### src/rtl/s_trunc32_17.sv
`default_nettype none
// +----------------------------------------------------------------------------+
// | s_trunc32_17                                                               |
// | Two-stage valid/ready signed narrowing of 32 bits to a 17-bit field, with  |
// | wrap/saturate selection and sticky, saturating overflow status.            |
// | Rev 1.0                                                                    |
// +----------------------------------------------------------------------------+
module s_trunc32_17 (
  input  logic        clock,
  input  logic        reset,
  input  logic        in_valid,
  output logic        in_ready,
  input  logic [31:0] in_data,
  input  logic        sat_en,
  output logic        out_valid,
  input  logic        out_ready,
  output logic [16:0] out_data,
  output logic        out_ovf,
  input  logic        clr_status,
  output logic        ovf_sticky,
  output logic [7:0]  ovf_count
);

  localparam logic [16:0] C_SAT_POS = 17'h0FFFF;
  localparam logic [16:0] C_SAT_NEG = 17'h10000;
  localparam logic [7:0]  C_CNT_MAX = 8'hFF;

  logic        r_s1_valid;
  logic [16:0] r_s1_low;
  logic        r_s1_neg;
  logic        r_s1_sat;
  logic        r_s1_ovf;

  logic        r_out_valid;
  logic [16:0] r_out_data;
  logic        r_out_ovf;

  logic        r_ovf_sticky;
  logic [7:0]  r_ovf_count;

  logic        w_fit;
  logic        w_s2_load;
  logic        w_in_ready;
  logic        w_in_xfer;
  logic        w_ovf_evt;
  logic [16:0] w_s2_data;

  // Value fits in 17 signed bits when the upper 16 bits all copy the sign.
  assign w_fit      = (&in_data[31:16]) | ~(|in_data[31:16]);
  assign w_s2_load  = r_s1_valid && (!r_out_valid || out_ready);
  assign w_in_ready = !r_s1_valid || w_s2_load;
  assign w_in_xfer  = in_valid && w_in_ready;
  assign w_ovf_evt  = r_out_valid && out_ready && r_out_ovf;

  always_comb begin
    w_s2_data = r_s1_low;
    if (r_s1_sat && r_s1_ovf) begin
      w_s2_data = r_s1_neg ? C_SAT_NEG : C_SAT_POS;
    end
  end

  always_ff @(posedge clock) begin
    if (reset) begin
      r_s1_valid <= 1'b0;
      r_s1_low   <= 17'd0;
      r_s1_neg   <= 1'b0;
      r_s1_sat   <= 1'b0;
      r_s1_ovf   <= 1'b0;
    end else if (w_in_xfer) begin
      r_s1_valid <= 1'b1;
      r_s1_low   <= in_data[16:0];
      r_s1_neg   <= in_data[31];
      r_s1_sat   <= sat_en;
      r_s1_ovf   <= !w_fit;
    end else if (w_s2_load) begin
      r_s1_valid <= 1'b0;
    end
  end

  always_ff @(posedge clock) begin
    if (reset) begin
      r_out_valid <= 1'b0;
      r_out_data  <= 17'd0;
      r_out_ovf   <= 1'b0;
    end else if (w_s2_load) begin
      r_out_valid <= 1'b1;
      r_out_data  <= w_s2_data;
      r_out_ovf   <= r_s1_ovf;
    end else if (out_ready) begin
      r_out_valid <= 1'b0;
    end
  end

  // A counted event in the same cycle as a clear survives the clear.
  always_ff @(posedge clock) begin
    if (reset) begin
      r_ovf_sticky <= 1'b0;
      r_ovf_count  <= 8'd0;
    end else if (clr_status) begin
      r_ovf_sticky <= w_ovf_evt;
      r_ovf_count  <= w_ovf_evt ? 8'd1 : 8'd0;
    end else if (w_ovf_evt) begin
      r_ovf_sticky <= 1'b1;
      if (r_ovf_count != C_CNT_MAX) begin
        r_ovf_count <= r_ovf_count + 8'd1;
      end
    end
  end

  assign in_ready   = w_in_ready;
  assign out_valid  = r_out_valid;
  assign out_data   = r_out_data;
  assign out_ovf    = r_out_ovf;
  assign ovf_sticky = r_ovf_sticky;
  assign ovf_count  = r_ovf_count;

endmodule
`default_nettype wire

### config.mk
export PLATFORM = sky130hd
export DESIGN_NAME = s_trunc32_17
export DESIGN_NICKNAME = d
export VERILOG_FILES = /design/src/rtl/s_trunc32_17.sv
export SDC_FILE = /design/constraint.sdc
export NUM_CORES = 1
export LEC_CHECK = 0
export ABC_CLOCK_PERIOD_IN_PS = 1600
export BUFFER_PORTS_ARGS = -buffer_cell sky130_fd_sc_hd__buf_2
export CAP_MARGIN = 30
export CORE_MARGIN = 4
export CORE_UTILIZATION = 35
export CTS_CLUSTER_SIZE = 30
export DETAILED_ROUTE_END_ITERATION = 7
export PLACE_DENSITY = 0.64
export SLEW_MARGIN = 20
export SYNTH_ARGS = -nofsm -noshare
export SYNTH_HDL_FRONTEND = slang
export SYNTH_SLANG_ARGS = --single-unit
### constraint.sdc
create_clock -name clock -period 1.6 [get_ports clock]
set_input_delay 0.08 -clock clock [delete_from_list [all_inputs] [get_ports clock]]
set_output_delay 0.08 -clock clock [all_outputs]
set_load 0.03 [all_outputs]
==> results.sh <==
export IMPL_synth_cells=241
export IMPL_track_usage=0.143
export IMPL_clock_skew_ps=4.80
export IMPL_status="finished, final reports clean"
export IMPL_setup_violations=0
export IMPL_synth_flop_cell="dfxtp_1"
export IMPL_grt_ovfl_total=0
export IMPL_drv_slew=0
export IMPL_drcViolationCount=0
export IMPL_clk_latency_ps=300
export IMPL_coreArea_mm2=0.00547
export IMPL_hold_path_end="r_s1_low[2]"
export IMPL_peakVddDrop_uv=556
export IMPL_syn_num_nets=280
export IMPL_routed_wirelength_mm=4.95
export IMPL_die_w_um=83.0
export IMPL_wl_per_cell_um=12.4
export IMPL_synth_area_mm2=0.00197
export IMPL_pre_cts_slack_ps=46.1
export IMPL_min_from="in_data[2]"
export IMPL_period_minus_slack_ps=1590
export IMPL_yosysTopAreaCell="dfxtp_1"
export IMPL_grt_pass1_wl_mm=8.03
export IMPL_cts_tree="built"
export IMPL_synth_most_common_cell="nand2_1"
export IMPL_ctsRootBufferMaster="clkbuf_8"
export IMPL_antenna_found_initial=0
export IMPL_dieArea_mm2=0.00688
export IMPL_utilization=0.486
export IMPL_required_ps=1800
export IMPL_grt_setup_unrepaired="true"
export IMPL_async_reset_ff_frac=0
export IMPL_vias=1955
export IMPL_hold_depth=3
export IMPL_cts_htree_levels=2
export IMPL_hpwl_mm=3.51
export IMPL_max_slew_margin=0.729
export IMPL_synth_cell_types=30
export IMPL_io_pins=67
export IMPL_final_hold_viol_count=0
export IMPL_startpoint_type="flop"
export IMPL_crit_fanout=4
export IMPL_drive_above_1_share=0.316
export IMPL_synth_top_area_frac=0.499
export IMPL_vias_per_cell=4.91
export IMPL_synthToLayoutAreaGrowth_pct=35.2
export IMPL_first_pass_iters=4
export IMPL_ant_nets=0
export IMPL_timing_final_ws_setup_ps=12.4
export IMPL_setup_tns_ps=0
export IMPL_start_util=0.359
export IMPL_reg2reg_to="ovf_count[0]"
export IMPL_worst_pin_slew_ps=407
export IMPL_antenna_cells_inserted=0
export IMPL_path_class="reg2reg"
export IMPL_rows=27
export IMPL_r2r_setup_slack_ps=10
export IMPL_drv_cap=0
export IMPL_power_leakage_nw=1.16
export IMPL_grt_pass1_vias=1761
export IMPL_drt_iter0_drc=95
export IMPL_final_period_utilization=0.992
export IMPL_worst_r2r_path_depth=5
export IMPL_yosys_top_cells_count="62 x nand2_1, 49 x dfxtp_1, 29 x a21oi_1, 24 x nor2_1, 16 x a211oi_1"
export IMPL_gp_routability_congestion=0.775
export IMPL_p_total_mw=2.56
export IMPL_ys_seq_area_frac=0.499
export IMPL_clk_pin_slew_ps=80
export IMPL_max_freq_mhz=630
export IMPL_grt_start_max_net_pins=41
export IMPL_endpoint_kind="flop"
export IMPL_syn_avg_cell_area_um2=8.16
export IMPL_clock_sinks=49
export IMPL_synth_area_leaders="dfxtp_1 50%, nand2_1 12%, a21oi_1 7.4%, a211oi_1 6.1%, nor2_1 4.6%"
export IMPL_numPortBuffers=66
export IMPL_power_density_mw_per_mm2=963
export IMPL_arrival_ps=1790
export IMPL_fillers=563
export IMPL_hp_class="in2reg"
export IMPL_final_nets=364
export IMPL_reg2reg_from="ovf_count[0]"
export IMPL_cts_buffer_depth=2
export IMPL_synth_warnings=0
export IMPL_fp_dieH_um=83.0
export IMPL_cts_buffers_inserted=5
export IMPL_synth_edf_count=0
export IMPL_ys_seq_elements=49
[how the worst max path moves through the flow]
| stage | startpoint | endpoint | slack (ps) | cells after the start |
|---|---|---|---|---|
| floorplan | ovf_count[1] | ovf_count[0] | -30 | 5 |
| global placement | out_valid | out_data[15] | -120 | 4 |
| detailed placement | ovf_count[1] | ovf_count[0] | 50 | 5 |
| CTS | ovf_count[1] | ovf_count[0] | 20 | 5 |
| global route | ovf_count[0] | ovf_count[0] | -30 | 5 |
| finish | ovf_count[0] | ovf_count[0] | 10 | 5 |
[registers in the layout, summed over array words and instances, names as in the netlist]
name        flops
r_s1_valid      1
r_s1_low       17
out_ovf         1
ovf_count       8
r_s1_ovf        1
out_valid       1
r_s1_sat        1
out_data       17
r_s1_neg        1
ovf_sticky      1
[cells by family (layout without fill, tap and decap cells)]
kind of cell             count (synthesis)  after routing  share of synthesized area
AO/OA/AOI/OAI                           55             55                      0.182
flip-flops                              49             49                      0.499
buffers and inverters                   16            101                     0.0369
multiplexers                             2              2                     0.0102
AND/OR/NAND/NOR                        118            118                      0.266
adder cells (fa/ha/maj)                  1              1                    0.00636
[timing repair]
action	4_1_cts	5_1_grt
hold buffers	4	1
endpoints found under the hold margin	4	1
setup endpoints to repair	0	10
gates resized for setup	0	5
setup buffers	0	3
[where the power goes]
part           leakage (nW)  internal, mW  switching [mW]
registers             0.404          1.28          0.0335
clock network        0.0585         0.510           0.397
logic                 0.693         0.135           0.206
total                  1.16          1.92           0.637
[layout by cell type, fill, tap and decap left out]
master / instances
a211oi_1: 16
a21oi_1: 29
a311oi_1: 2
a31o_2: 2
a31oi_1: 2
a41oi_4: 1
and2_1: 2
and3_1: 2
and3_2: 1
and4_4: 1
buf_2: 66
buf_4: 19
bufinv_16: 1
clkbuf_1: 1
clkbuf_8: 6
dfxtp_1: 46
dfxtp_2: 1
dfxtp_4: 2
dlygate4sd3_1: 5
ha_4: 1
inv_1: 3
mux2i_1: 2
nand2_1: 62
nand2b_1: 3
nand3_1: 6
nand3b_1: 1
nand4_1: 6
nor2_1: 24
nor2b_2: 1
nor3_1: 2
nor4_1: 4
o21ai_0: 2
o31ai_1: 1
or2_2: 1
or4_1: 2
[critical path, stage by stage, from the launching register on]
cell     delay (ps)
dfxtp_4         370
ha_4            130
and4_4          230
a41oi_4         140
or4_1           550
o31ai_1          80
[layer usage]
layer  routed length, µm  up-vias  track usage
met2                2280       54        0.225
met3                 357        7       0.0466
met1                2240      893        0.181
li1                    -     1001            -
met5                   0        -            0
met4                  70        0       0.0535
[through the flow]
step	area [µm²]	std cells	hold slack, ps
finish	2660	398	9.05
global route	2660	398	7.75
CTS	2610	394	0.575
detailed placement	2450	382	320
global placement	2440	381	312
floorplan	1970	241	209
[final cells by class]
type	count	area, µm²	share of cell area
Tap cell	72	90.1	0.0339
Multi-Input combinational cell	176	928	0.349
Timing Repair Buffer	90	523	0.197
Sequential cell	49	990	0.372
Clock inverter	1	30.0	0.0113
Inverter	3	11.3	0.00424
Clock buffer	7	86.3	0.0325
Note: power is estimated with default switching activity, not from simulation.
